`src/rtl/scb_pkg.sv`:
```
// scb_pkg: shared state encoding, record layout and log depth for stream_compare_scoreboard
package scb_pkg;
  typedef enum logic [1:0] {IDLE = 2'd0, RUN = 2'd1, HALT = 2'd2} state_t;
  localparam int PC_W = 32;
  localparam int DEF_DATA_W = 64;
  localparam int LOG_DEPTH = 8;
  typedef struct packed {
    logic [PC_W-1:0] pc;
    logic [DEF_DATA_W-1:0] data;
  } rec_t;
endpackage

```
`src/rtl/scb_fifo.sv`:
```
// scb_fifo: synchronous FIFO with full/empty, async active-low reset and sync flush
module scb_fifo #(
  parameter int W = 96,
  parameter int DEPTH = 8
) (
  input  logic         clk,
  input  logic         rst_n,
  input  logic         flush,
  input  logic         push,
  input  logic         pop,
  input  logic [W-1:0] din,
  output logic [W-1:0] dout,
  output logic         full,
  output logic         empty
);
  localparam int AW = $clog2(DEPTH);
  logic [W-1:0] mem [DEPTH];
  logic [AW:0] wp, rp;
  assign empty = wp == rp;
  assign full = (wp[AW] != rp[AW]) && (wp[AW-1:0] == rp[AW-1:0]);
  assign dout = mem[rp[AW-1:0]];
  always_ff @(posedge clk)
    if (push && !full) mem[wp[AW-1:0]] <= din;
  always_ff @(posedge clk or negedge rst_n)
    if (!rst_n) begin
      wp <= '0;
      rp <= '0;
    end else if (flush) begin
      wp <= '0;
      rp <= '0;
    end else begin
      if (push && !full) wp <= wp + 1'b1;
      if (pop && !empty) rp <= rp + 1'b1;
    end
endmodule

```
`src/rtl/stream_compare_scoreboard.sv`:
```
// stream_compare_scoreboard: in-order expected/actual record checker with masked compare and watchdog.
// Defining SCB_ERR_LOG_EN adds an 8-entry circular log of recent mismatches.
module stream_compare_scoreboard
  import scb_pkg::*;
#(
  parameter int DATA_W = 64,
  parameter int DEPTH = 8,
  parameter int CNT_W = 16,
  parameter int TIMEOUT_CYC = 256,
  parameter bit STOP_ON_ERR = 1'b1
) (
  input  logic              clk,
  input  logic              rst_n,
  input  logic              enable,
  input  logic              clear,
  input  logic              exp_valid,
  output logic              exp_ready,
  input  logic [31:0]       exp_pc,
  input  logic [DATA_W-1:0] exp_data,
  input  logic              act_valid,
  input  logic [31:0]       act_pc,
  input  logic [DATA_W-1:0] act_data,
  input  logic [DATA_W-1:0] cmp_mask,
  output logic [CNT_W-1:0]  match_cnt,
  output logic [CNT_W-1:0]  mismatch_cnt,
  output logic [CNT_W-1:0]  orphan_cnt,
  output logic              err_valid,
  output logic [31:0]       err_pc,
  output logic [DATA_W-1:0] err_exp,
  output logic [DATA_W-1:0] err_act,
  output logic              timeout,
`ifdef SCB_ERR_LOG_EN
  input  logic [2:0]        log_idx,
  output logic [31:0]       log_pc,
  output logic [DATA_W-1:0] log_exp,
  output logic [DATA_W-1:0] log_act,
  output logic [3:0]        log_cnt,
`endif
  output logic [1:0]        state
);
  localparam int WD_W = $clog2(TIMEOUT_CYC + 2);
  state_t st, st_n;
  logic full, empty, push, pop, orphan, mis, cnt_en, wd_hit, halt_req;
  logic [PC_W+DATA_W-1:0] head;
  logic [PC_W-1:0] head_pc;
  logic [DATA_W-1:0] head_data;
  logic cmp_v, cmp_mis;
  logic [PC_W-1:0] cmp_pc;
  logic [DATA_W-1:0] cmp_exp, cmp_act;
  logic [WD_W-1:0] wd;
  assign state = st;
  assign {head_pc, head_data} = head;
  assign exp_ready = st == RUN && !full;
  assign push = exp_valid && exp_ready;
  assign pop = st == RUN && act_valid && !empty;
  assign orphan = st == RUN && act_valid && empty;
  assign mis = act_pc != head_pc || |((act_data ^ head_data) & cmp_mask);
  assign cnt_en = cmp_v && st != HALT;
  assign wd_hit = TIMEOUT_CYC != 0 && st == RUN && !empty && !pop && wd == WD_W'(TIMEOUT_CYC - 1);
  assign halt_req = (cnt_en && cmp_mis && STOP_ON_ERR) || wd_hit;
  scb_fifo #(.W(PC_W + DATA_W), .DEPTH(DEPTH)) u_fifo (
    .clk(clk), .rst_n(rst_n), .flush(clear), .push(push), .pop(pop),
    .din({exp_pc, exp_data}), .dout(head), .full(full), .empty(empty)
  );
  always_comb st_n = clear ? IDLE : (st == HALT || halt_req) ? HALT : enable ? RUN : IDLE;
  // The compare result is staged one cycle before it reaches counters and capture.
  always_ff @(posedge clk or negedge rst_n)
    if (!rst_n) begin
      st <= IDLE;
      cmp_v <= 1'b0;
      cmp_mis <= 1'b0;
      cmp_pc <= '0;
      cmp_exp <= '0;
      cmp_act <= '0;
      wd <= '0;
      match_cnt <= '0;
      mismatch_cnt <= '0;
      orphan_cnt <= '0;
      err_valid <= 1'b0;
      err_pc <= '0;
      err_exp <= '0;
      err_act <= '0;
      timeout <= 1'b0;
    end else begin
      st <= st_n;
      cmp_v <= pop && !clear;
      cmp_mis <= mis;
      cmp_pc <= act_pc;
      cmp_exp <= head_data;
      cmp_act <= act_data;
      wd <= (clear || pop || empty) ? '0 : st == RUN ? wd + 1'b1 : wd;
      if (clear) begin
        match_cnt <= '0;
        mismatch_cnt <= '0;
        orphan_cnt <= '0;
        err_valid <= 1'b0;
        timeout <= 1'b0;
      end else begin
        if (orphan && ~&orphan_cnt) orphan_cnt <= orphan_cnt + 1'b1;
        if (cnt_en && !cmp_mis && ~&match_cnt) match_cnt <= match_cnt + 1'b1;
        if (cnt_en && cmp_mis && ~&mismatch_cnt) mismatch_cnt <= mismatch_cnt + 1'b1;
        if (cnt_en && cmp_mis && !err_valid) begin
          err_valid <= 1'b1;
          err_pc <= cmp_pc;
          err_exp <= cmp_exp;
          err_act <= cmp_act;
        end
        if (wd_hit) timeout <= 1'b1;
      end
    end
`ifdef SCB_ERR_LOG_EN
  logic [PC_W-1:0] lpc [LOG_DEPTH];
  logic [DATA_W-1:0] lexp [LOG_DEPTH];
  logic [DATA_W-1:0] lact [LOG_DEPTH];
  logic [2:0] lwp;
  assign log_pc = lpc[log_idx];
  assign log_exp = lexp[log_idx];
  assign log_act = lact[log_idx];
  always_ff @(posedge clk or negedge rst_n)
    if (!rst_n) begin
      lwp <= '0;
      log_cnt <= '0;
      for (int i = 0; i < LOG_DEPTH; i++) begin
        lpc[i] <= '0;
        lexp[i] <= '0;
        lact[i] <= '0;
      end
    end else if (clear) begin
      lwp <= '0;
      log_cnt <= '0;
    end else if (cnt_en && cmp_mis) begin
      lpc[lwp] <= cmp_pc;
      lexp[lwp] <= cmp_exp;
      lact[lwp] <= cmp_act;
      lwp <= lwp + 1'b1;
      if (log_cnt != 4'(LOG_DEPTH)) log_cnt <= log_cnt + 1'b1;
    end
`endif
endmodule

```
`config.mk`:
```
export PLATFORM = sky130hd
export DESIGN_NAME = stream_compare_scoreboard
export DESIGN_NICKNAME = d
export VERILOG_FILES = /design/src/rtl/scb_pkg.sv /design/src/rtl/scb_fifo.sv /design/src/rtl/stream_compare_scoreboard.sv
export SDC_FILE = /design/constraint.sdc
export NUM_CORES = 1
export LEC_CHECK = 0
export BUFFER_PORTS_ARGS = -buffer_cell sky130_fd_sc_hd__buf_2
export CORE_AREA = 10 10 270 272
export CTS_BUF_LIST = sky130_fd_sc_hd__clkbuf_2
export DETAILED_ROUTE_END_ITERATION = 10
export DIE_AREA = 0 0 280 282
export PLACE_DENSITY = 0.87
export SYNTH_ARGS = -nofsm -noshare
export SYNTH_HDL_FRONTEND = slang
export SYNTH_SLANG_ARGS = --single-unit
```
`constraint.sdc`:
```
create_clock -name clk -period 16.9 [get_ports clk]
set_input_delay 5.07 -clock clk [delete_from_list [all_inputs] [get_ports clk]]
set_output_delay 5.07 -clock clk [all_outputs]
set_load 0.005 [all_outputs]
```
# After elaboration in Yosys (flattened, before gate mapping)
# Memory sizes are Yosys's and may differ from the RTL's.
# Index checks and enable logic that the tools add are counted.
[classes]
add_sub_neg = 6
eq_ne = 8
mux = 21
bitwise_logic = 3
reduce_logical = 46
[ops]
columns = ["op", "count"]
rows = [
  ["$mux W16", 6],
  ["$and A64 B64 Y64", 1],
  ["$reduce_or A64 Y1", 1],
  ["$xor A64 B64 Y64", 1],
  ["$add A16 B1 Y16 const B", 3],
  ["$reduce_and A16 Y1", 3],
  ["$ne A32 B32 Y1", 1],
  ["$logic_and A1 B1 Y1", 19],
  ["$mux W9", 2],
  ["$mux W4", 4],
  ["$reduce_bool A2 Y1", 8],
  ["$add A9 B1 Y9 const B", 1],
  ["$eq A9 B8 Y1 const B", 1],
  ["$logic_not A1 Y1", 9],
  ["$add A4 B1 Y4 const B", 2],
  ["$mux W1", 7],
  ["$logic_or A1 B1 Y1", 5],
  ["$eq A4 B4 Y1", 1],
  ["$mux W2", 2],
  ["$eq A3 B3 Y1", 1],
  ["$eq A2 B1 Y1 const B", 1],
  ["$eq A2 B2 Y1 const B", 1],
  ["$ne A2 B2 Y1 const B", 1],
  ["$reduce_and A2 Y1", 1],
  ["other kinds (2)", 2],
]
[totals]
register_bits = 391
ram_bits = 768
input_bits = 262
out_inout_bits = 213
elab_cells = 102
memories = 1
[memory_table]
columns = ["name", "words", "word_bits", "read_ports", "rd_clocked_by_memory_dff", "wr", "line", "text"]
rows = [
  ["u_fifo.mem", 8, 96, 1, 0, 1, "scb_fifo.sv:17", "logic [W-1:0] mem [DEPTH];"],
]

# Logic depth before layout (Yosys ltp)
[depth]
ltp_word = 10
mapped_depth = 13
mapped_depth_nobuf = 9

# Hierarchy
# Synthesis repeated with hierarchy kept, for this count alone.
[unflattened]
hier_cells = 2184
hier_area_um2 = 44461.4
[modules_own_cells]
columns = ["module", "instances", "cells_each", "area_per_inst_um2", "seq_area_each_um2"]
rows = [
  ["scb_fifo", 1, 1188, 29523.3, 23262.3],
  ["stream_compare_scoreboard", 1, 996, 14938.1, 9584.2],
]

# Worst setup path before layout
# OpenSTA, ideal clock, no wires.
[synth_path]
path_type = "input -> register"
startpoint = "in exp_valid"
endpoint = "mem u_fifo.mem[0][0], enable pin"
setup_ps = 668
t_arrival_ps = 11854
t_required_ps = 16232
setup_slack_ps = 4378
path_stages = 3
path_buffers = 0
cell_sequence = "and2_1 > nand2b_1 > nor3_1"
[synth_via]
elab_chain_cells = 4
[synth_lines]
columns = ["item", "line", "text"]
rows = [
  ["from (decl)", "stream_compare_scoreboard.sv:16", "input logic exp_valid,"],
  ["$logic_and A1 B1 Y1", "stream_compare_scoreboard.sv:54", "assign push = exp_valid && exp_ready;"],
  ["$logic_and A1 B1 Y1", "scb_fifo.sv:23", "if (push && !full) mem[wp[AW-1:0]] <= din;"],
  ["$mux W1", "scb_fifo.sv:23", ""],
  ["$mux W1 (not written as such)", "scb_fifo.sv:23", ""],
  ["to (decl)", "scb_fifo.sv:17", ""],
]
# No other way between the ends.

# Worst setup path in the final report
[layout_path]
startpoint = "reg u_fifo.rp[1]"
endpoint = "out exp_ready"
[layout_via]
elab_chain_cells = 4
[layout_lines]
columns = ["item", "line", "text"]
rows = [
  ["from (decl)", "scb_fifo.sv:18", "logic [AW:0] wp, rp;"],
  ["from (signal assigned)", "scb_fifo.sv:33", "if (pop && !empty) rp <= rp + 1'b1;"],
  ["$eq A3 B3 Y1", "scb_fifo.sv:20", "assign full = (wp[AW] != rp[AW]) && (wp[AW-1:0] == rp[AW-1:0]);"],
  ["$logic_and A1 B1 Y1", "scb_fifo.sv:20", ""],
  ["$logic_not A1 Y1", "stream_compare_scoreboard.sv:53", "assign exp_ready = st == RUN && !full;"],
  ["$logic_and A1 B1 Y1", "stream_compare_scoreboard.sv:53", ""],
  ["to (decl)", "stream_compare_scoreboard.sv:17", "output logic exp_ready,"],
]
# No other way between the ends.

==> key figures <==
Pwr
  – Total power: 0.00511 W
  – PwrDens: 104 mW/mm²
  – Lkg Pwr: 19.7 nW
  – Worst IR drop on VDD: 66.8 µV

Placement
  – Port Buffers: 474
  – DP Wirelength: 67.2 mm
  – Global placement routability congestion: 0.856

Route
  – Via-to-Cell Ratio: 5.97
  – DRT iter0 DRCs: 2,111
  – Via Count: 24,200
  – DRT antenna net count: 0
  – Pre-antenna DRT Iters: 7
  – WL final: 105 mm
  – Post-route DRC: 0
  – WL/cell: 25.8 µm

Die
  – Die Span Y: 282 µm
  – Core Box Area: 0.0677 mm²
  – Starting density of the core: 64.1%
  – Chip width: 280 µm
  – I/O pin cnt: 475
  – FP Rows: 96
  – Die ar.: 0.0790 mm²

STA
  – Final setup viols: 0
  – Final Max Tran Viols: 0
  – Final period util: 47.9%
  – Worst rel slew slack: 22.4%
  – Fin Hold WS: 0.427 ns
  – RSZ-0062 raised after global routing: false
  – Worst slew pin tran: 1.16 ns
  – Max frequency: 124 MHz
  – Clock skew: 0.137 ns
  – Final Hold Viols: 0
  – Setup TNS: 0 ns
  – Period minus WS final: 8.09 ns

Worst setup path
  – Worst path cell trace: xor2_1, nor4_1, nor2_1, buf_2
  – Critical Path AT: 3.02 ns
  – Slowest CP cell: dfrtp_4
  – Critical path peak fanout: 45
  – Crit path capture: exp_ready
  – R2r startpoint: u_fifo.rp[2]
  – Setup crit end kind: primary output
  – Worst Path Required: 11.83 ns
  – R2R cell count: 10
  – Reg2Reg Setup Slack: 11.41 ns
  – CP startpoint: u_fifo.rp[1]
  – Reg2reg end: cmp_mis
  – CP max stage delay: 0.87 ns
  – Critical setup path kind: flip-flop to primary output
  – Crit start category: flip-flop

Cells and area
  – Multi-input logic area: 0.0102 mm²
  – Synth-to-Final Area Change: 13.6%
  – Reg area: 0.0329 mm²
  – Fillers: 3,918
  – Fin util: 72.8%
  – Fin nets: 3,208
  – Share of layout cells above drive strength 1: 42.4%

Clocking
  – Num CTS Buffers: 293
  – Root buffer cell: clkbuf_2
  – Post-cts sizing count: 0
  – Total setup buffers inserted after CTS: 0
  – Clk sinks: 1,159
  – Clk_lat worst skew: 1.45 ns
  – Hold buffers post-CTS: 0
  – H-Tree Depth: 5
  – CTS tree: built
  – Clock transition at path regs: 0.10 ns
  – Clock Tree Buf Depth: 4

Yosys
  – Post-synth EDFFs: 768
  – Mapped cell area: 0.0434 mm²
  – Seq/Total Area, Yosys: 75.7%
  – Top FF cell, synth: edfxtp_1
  – Yosys reg bits: 1,159
  – Syn_area_per_cell: 19.5 µm²
  – Asr flop ratio synth: 33.7%
  – Share of the synthesized area in the top cell type: 53.1%
  – Cells after Synth: 2,225
  – Post-synth top area cell: edfxtp_1
  – Largest cells by area after synthesis: edfxtp_1 53%, dfrtp_1 23%, mux4_2 7.9%
  – Library cells used by synthesis: 56
  – Post-Syn Nets: 2,494
  – Number of synthesis warnings: 0

Outcome
  – Status: complete, no violations

Global route
  – Grt total ovfl: 0
  – Number of global-route vias before repair: 26,100
  – Total GRT Usage: 26.7%
  – First-pass GRT wire length: 157 mm
  – Largest net degree at the start of global routing: 126
  – Antenna violations before repair: 45

Min path
  – Hold path start: cmp_exp[39]
  – HP Class: flip-flop to flip-flop

Job
  – Max_cap viols: 0
-- power by group --
group | internal (W) | total (W) | leakage [nW] | switching (W)
registers | 0.00309 | 0.00312 | 12.0 | 0.0000295
clock network | 0.000693 | 0.00175 | 1.92 | 0.00106
logic | 0.000102 | 0.000239 | 5.82 | 0.000138
total | 0.00388 | 0.00511 | 19.7 | 0.00123
-- final cells by class --
class	count	area share (%)
tap	882	2.24
antenna	26	0.132
timing repair buffer	507	5.33
multi-input combinational	972	20.6
inverter	6	0.0457
clock inverter	76	0.703
sequential	1159	66.6
clock buffer	421	4.27
-- flip-flops by register name, summed over array words and instances (netlist names) --
| register | count |
|---|---|
| cmp_act | 64 |
| cmp_exp | 64 |
| cmp_mis | 1 |
| cmp_pc | 32 |
| cmp_v | 1 |
| err_act | 64 |
| err_exp | 64 |
| err_pc | 32 |
| err_valid | 1 |
| match_cnt | 16 |
| mismatch_cnt | 16 |
| orphan_cnt | 16 |
| state | 2 |
| timeout | 1 |
| u_fifo.mem | 768 |
| u_fifo.rp | 4 |
| u_fifo.wp | 4 |
| wd | 9 |
-- worst max-delay path, delay by kind of cell, from the launching register on --
family | cells | cell delay (ns)
and+or+nand+nor | 2 | 0.32
buffers and inverters | 1 | 0.18
xor gates and xnor gates | 1 | 0.28
DFF | 1 | 0.87
-- worst min path at each step --
stage / end / slack [ns] / depth (start not counted)
2_1_floorplan: err_act[0] / 0.46 / 1
3_3_place_gp: err_act[44] / 0.46 / 1
3_5_place_dp: err_act[49] / 0.46 / 1
4_1_cts: err_exp[14] / 0.44 / 1
5_1_grt: err_exp[60] / 0.45 / 1
6_report: err_exp[39] / 0.43 / 1
-- routing by layer --
layer  routed length, µm  GRT usage, %
met1               37500          32.0
met2               54100          44.3
met3                9180          8.27
met5                 170             0
met4                3610          12.2
-- placed cells by master, fill, tap and decap left out, types with 21 or more instances in the layout --
master    instances
a22oi_1          29
a221oi_1         21
clkinv_1         63
dfrtp_1         388
nor2_1           83
xnor2_1          37
mux2_2          218
nand4_1          25
buf_2           473
xor2_1          109
edfxtp_1        768
mux4_2          153
nand2_1          64
clkbuf_2        421
buf_4            33
mux2i_1          83
diode_2          26
nand3_1          21
-- through the flow --
| step | setup slack (ns) | instance area [µm²] | instances |
|---|---|---|---|
| CTS | 8.64 | 49200 | 4023 |
| global placement | 8.42 | 46800 | 3526 |
| finish | 8.81 | 49300 | 4049 |
| floorplan | 4.38 | 43400 | 2225 |
| detailed placement | 8.34 | 46800 | 3526 |
| global route | 8.55 | 49300 | 4044 |
-- cells by family (layout without fill, tap and decap cells) --
logic type | count (synthesis) | in the layout | synth area share, %
XOR/XNOR | 146 | 146 | 2.95
adder cells (fa/ha/maj) | 7 | 7 | 0.202
other | 0 | 26 | 0
AO/OA/AOI/OAI | 98 | 98 | 1.64
AND/OR/NAND/NOR | 266 | 266 | 2.97
multiplexers | 455 | 455 | 15.5
buffers and inverters | 94 | 1010 | 1.05
flip-flops | 1159 | 1159 | 75.7
-- cells in the mapped netlist, types with 8 or more instances --
library cell / count
mux2_2: 218
dfrtp_1: 391
xnor2_1: 37
nand2_1: 64
a21oi_1: 12
nand3_1: 21
nand4_1: 25
xor2_1: 109
nor3_1: 8
a221oi_1: 21
a22oi_1: 29
mux4_2: 153
mux2i_1: 83
edfxtp_1: 768
o22ai_1: 12
nor2_1: 89
buf_1: 12
nand2b_1: 9
buf_2: 30
o21ai_0: 8
clkbuf_1: 34
Note: power is estimated with default switching activity, not from simulation.
